===== src/rtl/transmisor_pkg.sv =====
// Shared types and helpers for the framed serial transmitter.
package transmisor_pkg;

    localparam int unsigned DEF_DATA_W  = 8;
    localparam int unsigned DEF_CLK_DIV = 16;

    typedef enum logic [2:0] {
        StIdle   = 3'd0,
        StStart  = 3'd1,
        StData   = 3'd2,
        StParity = 3'd3,
        StStop   = 3'd4
    } estado_e;

    // Callers zero-extend narrower words; the extra zeros leave the XOR unchanged.
    function automatic logic paridad_par(input logic [15:0] d);
        return ^d;
    endfunction

endpackage


===== src/rtl/contador_baudios.sv =====
// Bit-period divider: counts 0..CLK_DIV-1 and flags the last cycle of each bit.
module contador_baudios
    import transmisor_pkg::*;
#(
    parameter int unsigned CLK_DIV = DEF_CLK_DIV
) (
    input  logic clk,
    input  logic reset,
    input  logic clear,
    output logic bit_end
);

    localparam int unsigned CW = (CLK_DIV > 1) ? $clog2(CLK_DIV) : 1;
    localparam logic [CW-1:0] ULTIMO = CW'(CLK_DIV - 1);

    logic [CW-1:0] cuenta_q;

    always_ff @(posedge clk or posedge reset) begin
        if (reset) begin
            cuenta_q <= '0;
        end else if (clear || (cuenta_q == ULTIMO)) begin
            cuenta_q <= '0;
        end else begin
            cuenta_q <= cuenta_q + CW'(1);
        end
    end

    assign bit_end = !clear && (cuenta_q == ULTIMO);

endmodule


===== src/rtl/transmisor_serial.sv =====
// Parallel-in, serial-out transmitter: start bit, data LSB first, optional even parity, stop bit.
module transmisor_serial
    import transmisor_pkg::*;
#(
    parameter int unsigned DATA_W    = DEF_DATA_W,
    parameter int unsigned CLK_DIV   = DEF_CLK_DIV,
    parameter bit          PARITY_EN = 1'b1
) (
    input  logic              clk,
    input  logic              reset,
    input  logic              start,
    input  logic [DATA_W-1:0] din,
    output logic              tx,
    output logic              busy,
    output logic              done
);

    localparam int unsigned IW = (DATA_W > 1) ? $clog2(DATA_W) : 1;
    localparam logic [IW-1:0] ULTIMO_BIT = IW'(DATA_W - 1);

    estado_e           estado_q;
    logic [DATA_W-1:0] shift_q;
    logic [DATA_W-1:0] shift_sig;
    logic [IW-1:0]     indice_q;
    logic              paridad_q;
    logic              bit_end;
    logic              limpiar;

    assign shift_sig = shift_q >> 1;
    // Holding the divider clear while idle makes the first START cycle count 0.
    assign limpiar   = (estado_q == StIdle);

    contador_baudios #(
        .CLK_DIV(CLK_DIV)
    ) u_contador (
        .clk    (clk),
        .reset  (reset),
        .clear  (limpiar),
        .bit_end(bit_end)
    );

    always_ff @(posedge clk or posedge reset) begin
        if (reset) begin
            estado_q  <= StIdle;
            shift_q   <= '0;
            indice_q  <= '0;
            paridad_q <= 1'b0;
            tx        <= 1'b1;
            busy      <= 1'b0;
            done      <= 1'b0;
        end else begin
            done <= 1'b0;
            case (estado_q)
                StIdle: begin
                    if (start) begin
                        shift_q   <= din;
                        paridad_q <= paridad_par(16'(din));
                        estado_q  <= StStart;
                        tx        <= 1'b0;
                        busy      <= 1'b1;
                    end
                end
                StStart: begin
                    if (bit_end) begin
                        estado_q <= StData;
                        indice_q <= '0;
                        tx       <= shift_q[0];
                    end
                end
                StData: begin
                    if (bit_end) begin
                        shift_q  <= shift_sig;
                        indice_q <= indice_q + IW'(1);
                        if (indice_q == ULTIMO_BIT) begin
                            if (PARITY_EN) begin
                                estado_q <= StParity;
                                tx       <= paridad_q;
                            end else begin
                                estado_q <= StStop;
                                tx       <= 1'b1;
                            end
                        end else begin
                            tx <= shift_sig[0];
                        end
                    end
                end
                StParity: begin
                    if (bit_end) begin
                        estado_q <= StStop;
                        tx       <= 1'b1;
                    end
                end
                StStop: begin
                    if (bit_end) begin
                        estado_q <= StIdle;
                        busy     <= 1'b0;
                        done     <= 1'b1;
                    end
                end
                default: begin
                    estado_q <= StIdle;
                    tx       <= 1'b1;
                    busy     <= 1'b0;
                end
            endcase
        end
    end

endmodule


===== config.mk =====
export PLATFORM = sky130hd
export DESIGN_NAME = transmisor_serial
export DESIGN_NICKNAME = d
export VERILOG_FILES = /design/src/rtl/transmisor_pkg.sv /design/src/rtl/contador_baudios.sv /design/src/rtl/transmisor_serial.sv
export SDC_FILE = /design/constraint.sdc
export NUM_CORES = 1
export LEC_CHECK = 0
export ABC_AREA = 1
export BUFFER_PORTS_ARGS = -buffer_cell sky130_fd_sc_hd__buf_2
export CORE_MARGIN = 3
export CORE_UTILIZATION = 45
export CTS_CLUSTER_SIZE = 25
export DETAILED_ROUTE_END_ITERATION = 10
export PLACE_DENSITY = 0.62
export SYNTH_ARGS = -nofsm -noshare
export SYNTH_HDL_FRONTEND = slang
export SYNTH_SLANG_ARGS = --single-unit

===== constraint.sdc =====
create_clock -name clk -period 2.1 [get_ports clk]
set_input_delay 0.105 -clock clk [delete_from_list [all_inputs] [get_ports clk]]
set_output_delay 0.105 -clock clk [all_outputs]
set_load 0.05 [all_outputs]

### Yosys cells after proc, flatten, opt, wreduce, memory -nomap -nowiden

Index checks and enable logic that the tools add are counted.

* logic and storage cells: 62
* register bits after elaboration: 22
* bits of input ports: 11
* output and inout bits: 3

* mux-type cells: 24
* $add $sub $neg: 2
* bitwise operators: 2
* reductions and logical operators: 14
* eq/ne operators: 12

Operators by type and width (count)
* two-way mux 3 bit: 7
* two-way mux 8 bit: 2
* case mux 8 bit (2 select lines): 1
* XOR reduction 16 bit: 1
* case mux 3 bit (5 select lines): 1
* != test 2 bit (second input constant): 6
* two-way mux 1 bit: 9
* AND reduction 3 bit: 3
* == test 3 x 2 -> 1 bit (second input constant): 2
* == test 3 bit (second input constant): 2
* case mux 3 bit (2 select lines): 1
* AND reduction 6 bit: 1
* case mux 1 bit (5 select lines): 1
* AND reduction 5 bit: 1
* adder 4 x 1 -> 4 bit (second input constant): 1
* == test 4 bit (second input constant): 1
* two-way mux 4 bit: 1
* nonzero test 2 bit: 2
* adder 3 x 1 -> 3 bit (second input constant): 1
* == test 3 x 1 -> 1 bit (second input constant): 1
* zero test 3 bit: 1
* case mux 1 bit (3 select lines): 1
* OR reduction 3 bit: 1
* NOT 1 bit: 2
* other kinds (4): 4

### Depth between registers and ports, before layout

* word-level depth: 5
* gate-level depth with buffers: 9
* gate-level depth less buffers: 9

### Hierarchy

A second synthesis with hierarchy kept.

* cells, all modules: 187
* area total of the unflattened synthesis: 1436.4 µm²

Modules (own cells, without submodules)
* transmisor_serial: instances 1, area each 1238.7 µm², cells each 167, sequential area each 451.7 µm²
* contador_baudios: instances 1, area each 197.7 µm², cells each 20, sequential area each 100.1 µm²

### Least setup slack after synthesis

No wires, ideal clock.

* path type: reg2reg
* start point: register u_contador.cuenta_q[0]
* end point: register shift_q[1]
* setup time: 122 ps
* data arrival time: 1184 ps
* setup slack: 793 ps
* period minus slack after synthesis: 1307 ps
* stages on the path, launching flop included: 9
* data required time: 1978 ps
* buffers on the path: 1
* cell sequence: dfrtp_1 > ha_1 > nand3_2 > inv_2 > nand2_2 > nand2_4 > buf_8 > o211ai_2 > o21ai_2

* cells in the longest elaborated chain, start to end: 4

RTL lines
* start, declared: RTL line contador_baudios.sv:16 `logic [CW-1:0] cuenta_q;`
* start signal, assigned: RTL line contador_baudios.sv:24 `cuenta_q <= cuenta_q + CW'(1);`
* == test 4 bit: RTL line contador_baudios.sv:28 `assign bit_end = !clear && (cuenta_q == ULTIMO);`
* logical AND 1 bit: RTL line contador_baudios.sv:28
* != test 2 bit (no source line)
* AND reduction 3 bit (no source line)
* end signal, assigned: RTL line transmisor_serial.sv:56 `shift_q <= din;`
* end signal, assigned: RTL line transmisor_serial.sv:72 `shift_q <= shift_sig;`
* end, declared: RTL line transmisor_serial.sv:22 `logic [DATA_W-1:0] shift_q;`

No other way between the ends.
A chain may end at the register's enable or synchronous reset.

### Worst setup path in the final report

* start point: register u_contador.cuenta_q[0]
* end point: register estado_q[1]

* cells in the longest elaborated chain, start to end: 4
* elaborated cells on any way between the ends: 7
* classes of those cells: eq/ne (5); reduce/logical (2)

RTL lines
* == test 4 bit *: RTL line contador_baudios.sv:28
* logical AND 1 bit *: RTL line contador_baudios.sv:28
* != test 2 bit (no source line)
* AND reduction 6 bit (no source line) *
* end signal, assigned: RTL line transmisor_serial.sv:44 `estado_q <= StIdle;`
* end signal, assigned: RTL line transmisor_serial.sv:58 `estado_q <= StStart;`
* end signal, assigned: RTL line transmisor_serial.sv:65 `estado_q <= StData;`
* end, declared: RTL line transmisor_serial.sv:21 `estado_e estado_q;`

Every way passes the cells marked *; elsewhere a longest branch is shown, timed or not.

==> qor.yml <==
status: "finished clean"
num_antenna_cells: 0
drt-initial-drc-count: 17
reg2reg_depth: 9
avgSynthCellArea_um2: 7.48
synthTopCellsByArea: "dfrtp_1 (40%), nand2_1 (18%), inv_1 (6.9%)"
grt_pass1_wl_um: 4410
power_density_mw_per_mm2: 1250
hold_violations: 0
synth_compound_area_share_pct: 11.3
r2r_end: "estado_q[1]"
holdCritStartpoint: "din[4]"
fin_crit_sh_pct: 70.3
timing.fmax_mhz: 677
port-buffer-count: 13
seq_area_frac_synth_pct: 42.4
detail_route.wl_per_cell_um: 11.3
synth_top_area_share_pct: 40.4
drive_gt1_share_pct: 17.9
root_buffer: "clkbuf_4"
final_nets: 205
synth_xor_area_share_pct: 2.02
cts_max_path_buffers: 2
worstPathArrival_ps: 1740
critPathKind: "reg2reg"
ios: 14
regToRegSetupSlack_ps: 620
die_w_um: 59.8
syn_nets: 188
drv_cap: 0
cts_sinks: 22
synthAdderAreaFrac_pct: 2.88
htreeDepth: 1
via_per_inst: 5.14
nFillCells: 254
grt_antenna_before_repair: 0
start_util_pct: 49.8
grt_overflow: 0
ys_ff_latch: 22
cts_tree: "yes"
path_clk_slew_ps: 120
cp-end-kind: "flop"
grtUsageTotal_pct: 16.3
fin_area_mm2: 0.00143
path_max_fanout: 6
tightest_slew_ps: 827
dp_hpwl_um: 1930
slew_headroom_pct: 44.8
required_ps: 2370
core_area_mm2: 0.00261
cts_buffers: 3
dieArea_mm2: 0.00357
post-cts-setup-buffers: 0
leakagePower_uw: 0.000806
grt_pass1_vias: 1078
synth_top_family_by_area: "simple AND/OR/NAND/NOR gates"
dieHeight_um: 59.8
crit-reg2reg-launch: "u_contador.cuenta_q[0]"
synthMuxAreaShare_pct: 0
setup_viol: 0
yosysWarnings: 0
peakVddDrop_mv: 0.770
endpoint: "estado_q[1]"
hp-class: "in2reg"
drt_pre_antenna_iters: 4
grt_start_max_net_pins: 23
routed_wirelength_um: 2490
rsz0062_at_grt: "no"
placed_area_mm2: 0.00138
vias: 1131
postSynthCellCount: 174
synthSimpleGateAreaFrac_pct: 31.3
fin_tns_setup_ps: 0
slew_viol_final: 0
areaGrowthSynthToFinish_pct: 9.71
crit_start: "u_contador.cuenta_q[0]"
row_count: 18
period_minus_slack_ps: 1480
ant_nets: 0
skew_ps: 2.77
synth.cell_area_mm2: 0.00130
worst_setup_path_start_kind: "flop"
drc: 0
place.gp.congestion: 0.778
clkLatencyLatePin_ps: 310
synth_top_area_cell: "dfrtp_1"
yosysUniqueCellTypes: 27
[state kept, by name, summed over array words and instances (netlist names)]
| signal | count |
|---|---|
| tx | 1 |
| u_contador.cuenta_q | 4 |
| indice_q | 3 |
| estado_q | 3 |
| busy | 1 |
| shift_q | 8 |
| done | 1 |
| paridad_q | 1 |
[cell usage in the layout (no fill, tap or decap)]
cell type	instances
o22ai_1	1
clkbuf_4	3
nand2_4	3
nand2_2	2
dfstp_2	1
inv_1	24
nor2_1	11
nand3_2	1
nor2_2	2
buf_2	13
o21ai_1	5
o2bb2ai_1	1
a21oi_2	1
nor2_4	1
dlygate4sd3_1	1
clkbuf_8	1
xnor2_1	2
dfrtp_1	21
xor2_1	1
o211ai_2	1
nor3_1	1
o21ai_2	1
nand3_1	9
o21ai_0	8
inv_2	3
inv_4	1
nand2_1	63
o211ai_1	5
ha_1	3
[critical path, stage by stage (launching register included)]
cell and delay, ps:
dfrtp_1 390, ha_1 210, nand3_2 160, inv_2 140
nor2_1 60, nor2_2 160, inv_1 60, nor2_1 120
nand2_1 70, nand2_1 60
[power by group]
group	total, µW	switching (µW)	internal, µW
Combinational	825	546	279
Sequential	726	121	605
Clock	239	133	106
[cell usage after synthesis]
master,instances
a21oi_2,1
buf_4,1
buf_8,1
dfrtp_1,21
dfstp_2,1
ha_1,3
inv_1,24
inv_2,3
inv_4,1
nand2_1,63
nand2_2,2
nand2_4,3
nand3_1,9
nand3_2,1
nor2_1,11
nor2_2,2
nor2_4,1
nor3_1,1
o211ai_1,5
o211ai_2,1
o21ai_0,8
o21ai_1,5
o21ai_2,1
o22ai_1,1
o2bb2ai_1,1
xnor2_1,2
xor2_1,1
[cell families after synthesis]
| family | count (synthesis) |
|---|---|
| compound gates | 23 |
| fa+ha+maj | 3 |
| simple gates | 93 |
| xor+xnor | 3 |
| flops | 22 |
| buf+inv | 30 |
[per-stage QoR]
step	worst slack [ps]	instances	power, µW	hold slack [ps]	util [%]
3_3_place_gp	634	215	1530	308	52.9
3_5_place_dp	630	215	1560	317	52.9
5_1_grt	448	220	1950	107	54.6
2_1_floorplan	793	174	1410	93.5	-
6_report	624	220	1790	93.5	54.6
4_1_cts	608	220	1810	88.1	54.6
[routing by layer]
layer  part of all wire (%)  vias to the layer above  global-route usage [%]  routed length, µm
met5                      0                        -                       0                  0
met4                    2.5                        0                    9.18                 63
met3                    3.5                        7                    1.51                 87
met2                     47                       31                    27.0               1160
met1                     47                      517                    20.5               1180
li1                       -                      576                       -                  -
[worst min-delay path by stage]
stage | to | slack, ps | cells after the start
floorplan | busy | 90 | 1
global placement | shift_q[7] | 310 | 2
detailed placement | shift_q[7] | 320 | 2
CTS | shift_q[5] | 90 | 3
global route | shift_q[2] | 110 | 3
finish | shift_q[4] | 90 | 3
[cell type report]
type	count	area, µm²	share of cell area (%)
Sequential cell	22	552	38.7
Multi-Input combinational cell	122	619	43.4
Inverter	28	108	7.54
Clock buffer	4	36.3	2.54
Tap cell	30	37.5	2.63
Timing Repair Buffer	14	75.1	5.26
[what timing repair did]
| action | CTS | global route |
|---|---|---|
| hold endpoints to repair | 21 | 0 |
| gates resized for setup | 0 | 0 |
| hold buffers | 1 | 0 |
| endpoints found under the setup margin | 0 | 0 |
Note: power is estimated with default switching activity, not from simulation.
